$ cat src/rtl/mips_ex_unit.sv
// mips_ex_unit: EX-stage program counter, ALU with flag/branch resolution and data memory.
// Define DMEM_BYPASS_EN for write-first data-memory reads (default is read-first).
module mips_ex_unit #(
    parameter int DW = 16,
    parameter int MEM_AW = 8
) (
    input  logic              clk_i,
    input  logic              rst,
    input  logic [7:0]        alu_i,
    input  logic [DW-1:0]     a_i,
    input  logic [DW-1:0]     b_i,
    input  logic [2:0]        wr_adr_i,
    input  logic [11:0]       cnt_i,
    input  logic [1:0]        flag_i,
    input  logic              haz_i,
    input  logic              mem_wr_i,
    input  logic [MEM_AW-1:0] mem_adr_i,
    input  logic [DW-1:0]     mem_data_i,
    output logic [DW-1:0]     cnt_o,
    output logic [DW-1:0]     result_o,
    output logic              wr_en_o,
    output logic [2:0]        wr_adr_o,
    output logic [2:0]        flag_wr_o,
    output logic              haz_o,
    output logic [DW-1:0]     cnt_new_o,
    output logic [DW-1:0]     mem_rdata_o
);
    localparam logic [7:0] OP_ADD = 8'd1;
    localparam logic [7:0] OP_SUB = 8'd2;
    localparam logic [7:0] OP_AND = 8'd3;
    localparam logic [7:0] OP_OR  = 8'd4;
    localparam logic [7:0] OP_XOR = 8'd5;
    localparam logic [7:0] OP_SHL = 8'd6;
    localparam logic [7:0] OP_SHR = 8'd7;
    localparam logic [7:0] OP_MOV = 8'd8;
    localparam logic [7:0] OP_BEQ = 8'd9;
    localparam logic [7:0] OP_BNE = 8'd10;
    localparam logic [7:0] OP_JMP = 8'd11;

    logic [DW:0]   sum, dif, shl, shr;
    logic [DW-1:0] res, tgt, brt;
    logic          c, we, fw, tk;
    logic [DW-1:0] mem [2**MEM_AW];

    // Extra bit catches carry/borrow; shifts keep the last bit shifted out in the spare position.
    assign sum = {1'b0, a_i} + {1'b0, b_i};
    assign dif = {1'b0, a_i} - {1'b0, b_i};
    assign shl = {1'b0, a_i} << b_i[3:0];
    assign shr = {a_i, 1'b0} >> b_i[3:0];
    assign brt = {{(DW-12){1'b0}}, cnt_i} + DW'(1) + b_i;
    assign we  = !haz_i && (alu_i inside {[OP_ADD:OP_MOV]});
    assign fw  = !haz_i && (alu_i inside {[OP_ADD:OP_SHR]});

    always_comb begin
        res = '0;
        c   = 1'b0;
        tk  = 1'b0;
        tgt = b_i;
        if (!haz_i) begin
            case (alu_i)
                OP_ADD: {c, res} = sum;
                OP_SUB: {c, res} = dif;
                OP_AND: res = a_i & b_i;
                OP_OR:  res = a_i | b_i;
                OP_XOR: res = a_i ^ b_i;
                OP_SHL: {c, res} = shl;
                OP_SHR: {res, c} = shr;
                OP_MOV: res = b_i;
                OP_BEQ: begin tk = flag_i[0];  tgt = brt; end
                OP_BNE: begin tk = !flag_i[0]; tgt = brt; end
                OP_JMP: tk = 1'b1;
                default: ;
            endcase
        end
    end

    always_ff @(posedge clk_i or posedge rst) begin
        if (rst) begin
            cnt_o     <= '0;
            result_o  <= '0;
            wr_en_o   <= 1'b0;
            wr_adr_o  <= '0;
            flag_wr_o <= '0;
            haz_o     <= 1'b0;
            cnt_new_o <= '0;
        end else begin
            cnt_o     <= haz_o ? cnt_new_o : cnt_o + DW'(1);
            result_o  <= res;
            wr_en_o   <= we;
            wr_adr_o  <= we ? wr_adr_i : 3'd0;
            flag_wr_o <= {fw, fw & c, fw & (res == '0)};
            haz_o     <= tk;
            if (tk)
                cnt_new_o <= tgt;
        end
    end

    // Array is deliberately left out of reset so stored data survives it.
    always_ff @(posedge clk_i) begin
        if (mem_wr_i)
            mem[mem_adr_i] <= mem_data_i;
    end

    always_ff @(posedge clk_i or posedge rst) begin
        if (rst)
            mem_rdata_o <= '0;
`ifdef DMEM_BYPASS_EN
        else
            mem_rdata_o <= mem_wr_i ? mem_data_i : mem[mem_adr_i];
`else
        else
            mem_rdata_o <= mem[mem_adr_i];
`endif
    end
endmodule

$ cat config.mk
export PLATFORM = sky130hd
export DESIGN_NAME = mips_ex_unit
export DESIGN_NICKNAME = d
export VERILOG_FILES = /design/src/rtl/mips_ex_unit.sv
export SDC_FILE = /design/constraint.sdc
export NUM_CORES = 2
export LEC_CHECK = 0
export CAP_MARGIN = 20
export CORE_MARGIN = 4
export CORE_UTILIZATION = 60
export CTS_CLUSTER_SIZE = 16
export DETAILED_ROUTE_END_ITERATION = 10
export GPL_TIMING_DRIVEN = 1
export PLACE_DENSITY_LB_ADDON = 0.2
export SLEW_MARGIN = 0
export SYNTH_ARGS = -nofsm -noshare
export SYNTH_HDL_FRONTEND = slang
export SYNTH_SLANG_ARGS = --single-unit
$ cat constraint.sdc
create_clock -name clk_i -period 3.1 [get_ports clk_i]
set_clock_uncertainty 0.05 [all_clocks]
set_input_delay 0.465 -clock clk_i [delete_from_list [all_inputs] [get_ports clk_i]]
set_output_delay 0.465 -clock clk_i [all_outputs]
set_load 0.1 [all_outputs]
# Word-level counts from Yosys, hierarchy flattened
# Memory sizes are Yosys's and may differ from the RTL's. A register that Yosys moved wholly into a read port is not among the register bits.
# Cells that the tools add are included.
totals:
  out_inout_bits: 72
  mem_bits_rw: 4096
  mem_bits_ro: 0
  word_cells: 54
  memories: 1
  in_bits: 85
  latch_bits: 0
  register_bits: 56
mem_list:
  columns: ["memory", "words", "width", "rd", "rd_clocked_by_memory_dff", "write_ports", "line", "rtl"]
  rows:
  - ["mem", 256, 16, 1, 1, 1, "43", "logic [DW-1:0] mem [2**MEM_AW];"]
op_classes:
  bitwise_logic: 5
  mux: 12
  order_cmp: 3
  add_sub_neg: 5
  eq_ne: 11
  div: 0
  reduce_logical: 8
  mul: 0
  shifts: 2
op_table:
  columns: ["cell", "count"]
  rows:
  - ["16-bit case mux with 8 select lines", 1]
  - ["16-bit two-way mux", 4]
  - ["8-bit by 3-bit equality test with 1-bit output, second input constant", 4]
  - ["8-bit by 4-bit equality test with 1-bit output, second input constant", 4]
  - ["16-bit by 16-bit adder with 17-bit output", 1]
  - ["16-bit by 4-bit left shift with 17-bit output", 1]
  - ["17-bit by 4-bit right shift with 17-bit output", 1]
  - ["16-bit by 16-bit subtractor with 17-bit output", 1]
  - ["13-bit by 16-bit adder with 16-bit output", 1]
  - ["16-bit by 1-bit adder with 16-bit output, second input constant", 1]
  - ["16-bit bitwise AND", 1]
  - ["8-bit by 2-bit equality test with 1-bit output, second input constant", 2]
  - ["16-bit zero test", 1]
  - ["16-bit OR", 1]
  - ["16-bit XOR", 1]
  - ["12-bit by 1-bit adder with 13-bit output, second input constant", 1]
  - ["8-bit by 1-bit equality test with 1-bit output, second input constant", 1]
  - ["8-bit by 1-bit greater-or-equal comparator with 1-bit output, second input constant", 1]
  - ["8-bit by 3-bit <= comparator with 1-bit output, second input constant", 1]
  - ["8-bit by 4-bit <= comparator with 1-bit output, second input constant", 1]
  - ["1-bit logical AND", 4]
  - ["1-bit two-way mux", 4]
  - ["1-bit case mux with 4 select lines", 1]
  - ["3-bit two-way mux", 1]
  - ["other kinds (4)", 6]

# Depth between registers and ports, before layout
depth:
  depth_word: 5
  mapped_depth: 16
  mapped_depth_nobuf: 13

# Worst setup path before layout
# Ideal clock, no wire load.
synth_path:
  path_type: "in2reg"
  from: "input port mem_adr_i[2]"
  to: "memory mem[148][0], enable pin"
  slack_ns: -0.918
  setup_time_ns: 0.409
  arrival_ns: 3.559
  cell_stages: 10
  cell_sequence: "buf_2 -> buf_2 -> buf_4 -> buf_2 -> buf_2 -> buf_4 -> nand2_1 -> nor2_1 -> nand2_1 -> nor3_1"
synth_lines:
  columns: ["item", "line", "rtl"]
  rows:
  - ["start, declared", "17", "input logic [MEM_AW-1:0] mem_adr_i,"]
  - ["end, declared", "43", null]
# No word-level cell before the write port.

==> implementation parameters <==
Parameter                              Value

Run status
  Outcome    finished with violations
  Failing checks    negative setup slack

Detailed routing
  Count of TritonRoute iterations in the first routing pass    8
  Iteration-0 DRC count of the detailed router    12700
  Vias    85200
  Remaining design rule violation count    0
  Post-detailed-routing wire length    460000 um
  Detailed-route vias per instance    6.80
  Remaining number of nets flagged by the antenna check after routing    0
  Mean routed wirelength per cell    36.7 um

Yosys
  EDFF count, synth    4096
  Part of the Yosys area used for sequential elements    76.0%
  Synthesis-stage register bit count    4168
  Avg Cell Area, Syn    22.7 um2
  Fraction of registers with async set/reset    1.73%
  Number of nets produced by synthesis    7392
  Most used flip-flop cell after synthesis    sky130_fd_sc_hd__edfxtp_1
  Synthesized instance count    7238
  Synthesis Warnings    0
  Area of the mapped netlist    164000 um2
  Count of distinct cell types in the synthesized netlist    80

Floorplanning
  Number of standard-cell rows in the floorplan    191
  Core Box Area    271000 um2
  Initial Utilization    60.5%
  Die footprint    282000 um2
  Width of the chip    531 um
  Chip height    531 um
  Total I/O pin count    157

Setup path
  Crit path max fanout    1
  Required time worst endpoint    3.84 ns
  Type of element capturing the critical path    flip-flop
  Crit path DAT    3.86 ns
  Kind of launch point of the worst setup path    flip-flop
  Category of the most critical setup path    reg2reg
  Crit-path most repeated cell    sky130_fd_sc_hd__mux4_2
  CP max stage delay    0.59 ns
  Critical path's top delay family    multiplexers
  Crit-path slowest cell    sky130_fd_sc_hd__or4_1
  Crit path buf inv count    1
  Critical-path cell list    mux4_2 -> mux4_2 -> nor2b_1 -> a31oi_1 -> buf_4 -> nand3_1 -> or4_1

Timing
  Number of endpoints failing setup at the final stage    1
  Slack of the critical path    -0.0170 ns
  Maximum clock frequency    321 MHz
  Final worst-path cycle share    101%
  Transition time at the pin with the least slew margin    1.11 ns
  Total count of max-transition violations in the final report    0
  Total count of hold-check failures in the final report    0
  Post-route minimum period    3.12 ns
  Max transition margin    25.9%

Finish
  Number of nets in the finished design    8765
  Top library cells by usage in the layout, fill and taps aside    sky130_fd_sc_hd__edfxtp_1 (4096), sky130_fd_sc_hd__mux4_2 (1318), sky130_fd_sc_hd__buf_4 (868)
  Fraction of final layout cells sized beyond drive strength 1    39.9%
  Most common library cell in the layout ignoring fill and taps    sky130_fd_sc_hd__edfxtp_1
  Synthesis-to-layout area growth    20.5%
  Count of fill cells added during filler insertion    15000
  Final cell utilization of the core    72.9%

Clock network
  Num CTS Buffers    405
  Clock insertion delay at the later pin of the skew report    0.97 ns
  Clock-pin slew on the worst setup and hold paths    0.07 ns
  TritonCTS clock tree    done
  Clk buf depth    4
  Deepest level of the CTS H-tree    5
  Clock tree sinks    4168
  CTS Root Buffer Type    sky130_fd_sc_hd__clkbuf_16

Placement
  Final Wtd Congestion    0.954
  Port buffer count    155
  Final HPWL DP    280000 um

Global routing
  Global-route usage over all layers    33.2%
  Antenna violations before repair    28
  Remaining global-route overflow    0
  Largest net degree at the start of global routing    117
  Number of global-route vias before repair    86800
  Global-route wire length before repair    657000 um

Pwr
  Overall power consumption    120 mW
  Largest voltage drop on the vdd net    0.685 mV
  Power density over cell area    607 nW/um2
  Leakage power    63.9 nW

Job
  Number of max-capacitance violations reported    0

Worst hold path
  HP Class    in2reg
-- worst register-to-register path, delay by kind of cell (launching register included) --
family,cells,cell delay [ns]
buffers and inverters,1,0.18
multiplexers,2,1.06
flip-flops,1,0.42
AO/OA/AOI/OAI,1,0.23
AND/OR/NAND/NOR,3,0.99
-- cells in the mapped netlist (10+ instances only) --
library cell	n	share of area [%]
sky130_fd_sc_hd__and3_1	11	0.042
sky130_fd_sc_hd__inv_1	64	0.15
sky130_fd_sc_hd__a31oi_1	19	0.072
sky130_fd_sc_hd__mux4_2	1318	18
sky130_fd_sc_hd__nand2_1	169	0.39
sky130_fd_sc_hd__nor3_1	44	0.13
sky130_fd_sc_hd__clkbuf_1	211	0.48
sky130_fd_sc_hd__nor2_1	346	0.79
sky130_fd_sc_hd__nand4_1	21	0.080
sky130_fd_sc_hd__nand3_1	71	0.22
sky130_fd_sc_hd__o21ai_0	73	0.22
sky130_fd_sc_hd__xor2_1	10	0.053
sky130_fd_sc_hd__a2111oi_0	10	0.053
sky130_fd_sc_hd__nand2b_1	19	0.072
sky130_fd_sc_hd__mux2i_1	37	0.23
sky130_fd_sc_hd__and2_1	10	0.038
sky130_fd_sc_hd__buf_6	17	0.12
sky130_fd_sc_hd__a221oi_1	10	0.053
sky130_fd_sc_hd__buf_2	115	0.35
sky130_fd_sc_hd__xnor2_1	23	0.12
sky130_fd_sc_hd__o211ai_1	11	0.050
sky130_fd_sc_hd__buf_1	38	0.087
sky130_fd_sc_hd__nor2b_1	29	0.11
sky130_fd_sc_hd__a211o_1	13	0.069
sky130_fd_sc_hd__a22oi_1	21	0.096
sky130_fd_sc_hd__dfrtp_1	72	1.1
sky130_fd_sc_hd__mux2_2	11	0.075
sky130_fd_sc_hd__ha_1	66	0.50
sky130_fd_sc_hd__edfxtp_1	4096	75
sky130_fd_sc_hd__o22ai_1	29	0.11
sky130_fd_sc_hd__a21oi_1	58	0.18
sky130_fd_sc_hd__buf_4	33	0.15
sky130_fd_sc_hd__a211oi_1	12	0.055
-- sequential cells by signal (all words and copies together) (netlist names) --
name / flops
mem: 4096
cnt_new_o: 16
cnt_o: 16
mem_rdata_o: 16
result_o: 16
flag_wr_o: 3
wr_adr_o: 3
haz_o: 1
wr_en_o: 1
-- kinds of logic after synthesis --
family	share of synthesized area, %
flops	76.0
mux	18.4
simple gates	2.12
buf+inv	1.34
compound gates	1.45
fa+ha+maj	0.539
xor+xnor	0.176
-- report_power, final --
part,leakage [nW],switching [mW],internal [mW],total (mW)
Sequential,37.8,0.225,62.1,62.3
Clock,6.42,21.2,27.9,49.2
Combinational,19.7,5.26,3.46,8.72
-- stage by stage --
| stage | cell area (um2) | TNS [ns] | hold slack, ns | std cells | setup slack [ns] |
|---|---|---|---|---|---|
| global route | 198000 | -0.00303 | 0.0295 | 12500 | -0.00303 |
| floorplan | 166000 | -167.22 | 0.502 | 7238 | -0.238 |
| CTS | 198000 | 0 | 0.00856 | 12500 | 0.00636 |
| global placement | 184000 | -24.60 | 0.453 | 11800 | -1.65 |
| finish | 198000 | -0.0170 | 0.0663 | 12500 | -0.0170 |
| detailed placement | 184000 | -28.39 | 0.464 | 11800 | -1.44 |
-- metal layers --
metal	wire [um]	GRT usage (%)	up-vias
met1	164000	46.0	45000
met2	223000	52.2	5573
met3	51800	7.96	949
met5	86	0	-
li1	-	-	33600
met4	21300	12.9	12
-- path summary, 6_finish.rpt --
path                                           start                         to  slack [ns]  depth (start not counted)
setup reg to reg              mem[183][11]$_DFFE_PP_  mem_rdata_o[11]$_DFF_PP0_       -0.02                          7
hold / removal                         mem_data_i[7]       mem[52][7]$_DFFE_PP_        0.07                          1
min in group asynchronous                        rst         cnt_o[5]$_DFF_PP0_        0.50                          3
setup / recovery              mem[183][11]$_DFFE_PP_  mem_rdata_o[11]$_DFF_PP0_       -0.02                          7
max in group asynchronous                        rst  cnt_new_o[12]$_DFFE_PP0P_        1.81                          4
hold reg to reg            cnt_new_o[15]$_DFFE_PP0P_  cnt_new_o[15]$_DFFE_PP0P_        0.48                          2
-- final cells by class --
class,count,area (um2),area share (%)
clock inverters,249,2590,1.31
clock buffers,499,10600,5.36
inverters,66,253,0.128
flip-flops and latches,4168,125000,63.1
multi-input cells,2590,39200,19.8
well taps,3570,4470,2.26
repair buffers,1380,15900,8.04
diodes,10,25.0,0.0126
-- what timing repair did --
item,CTS,global route
resized for setup,27,37
setup buffers,6,2
hold endpoints to repair,121,0
hold buffers,5,0
pin swaps,10,14
setup endpoints to repair,1,3
Power figures use the tool's default switching activity.
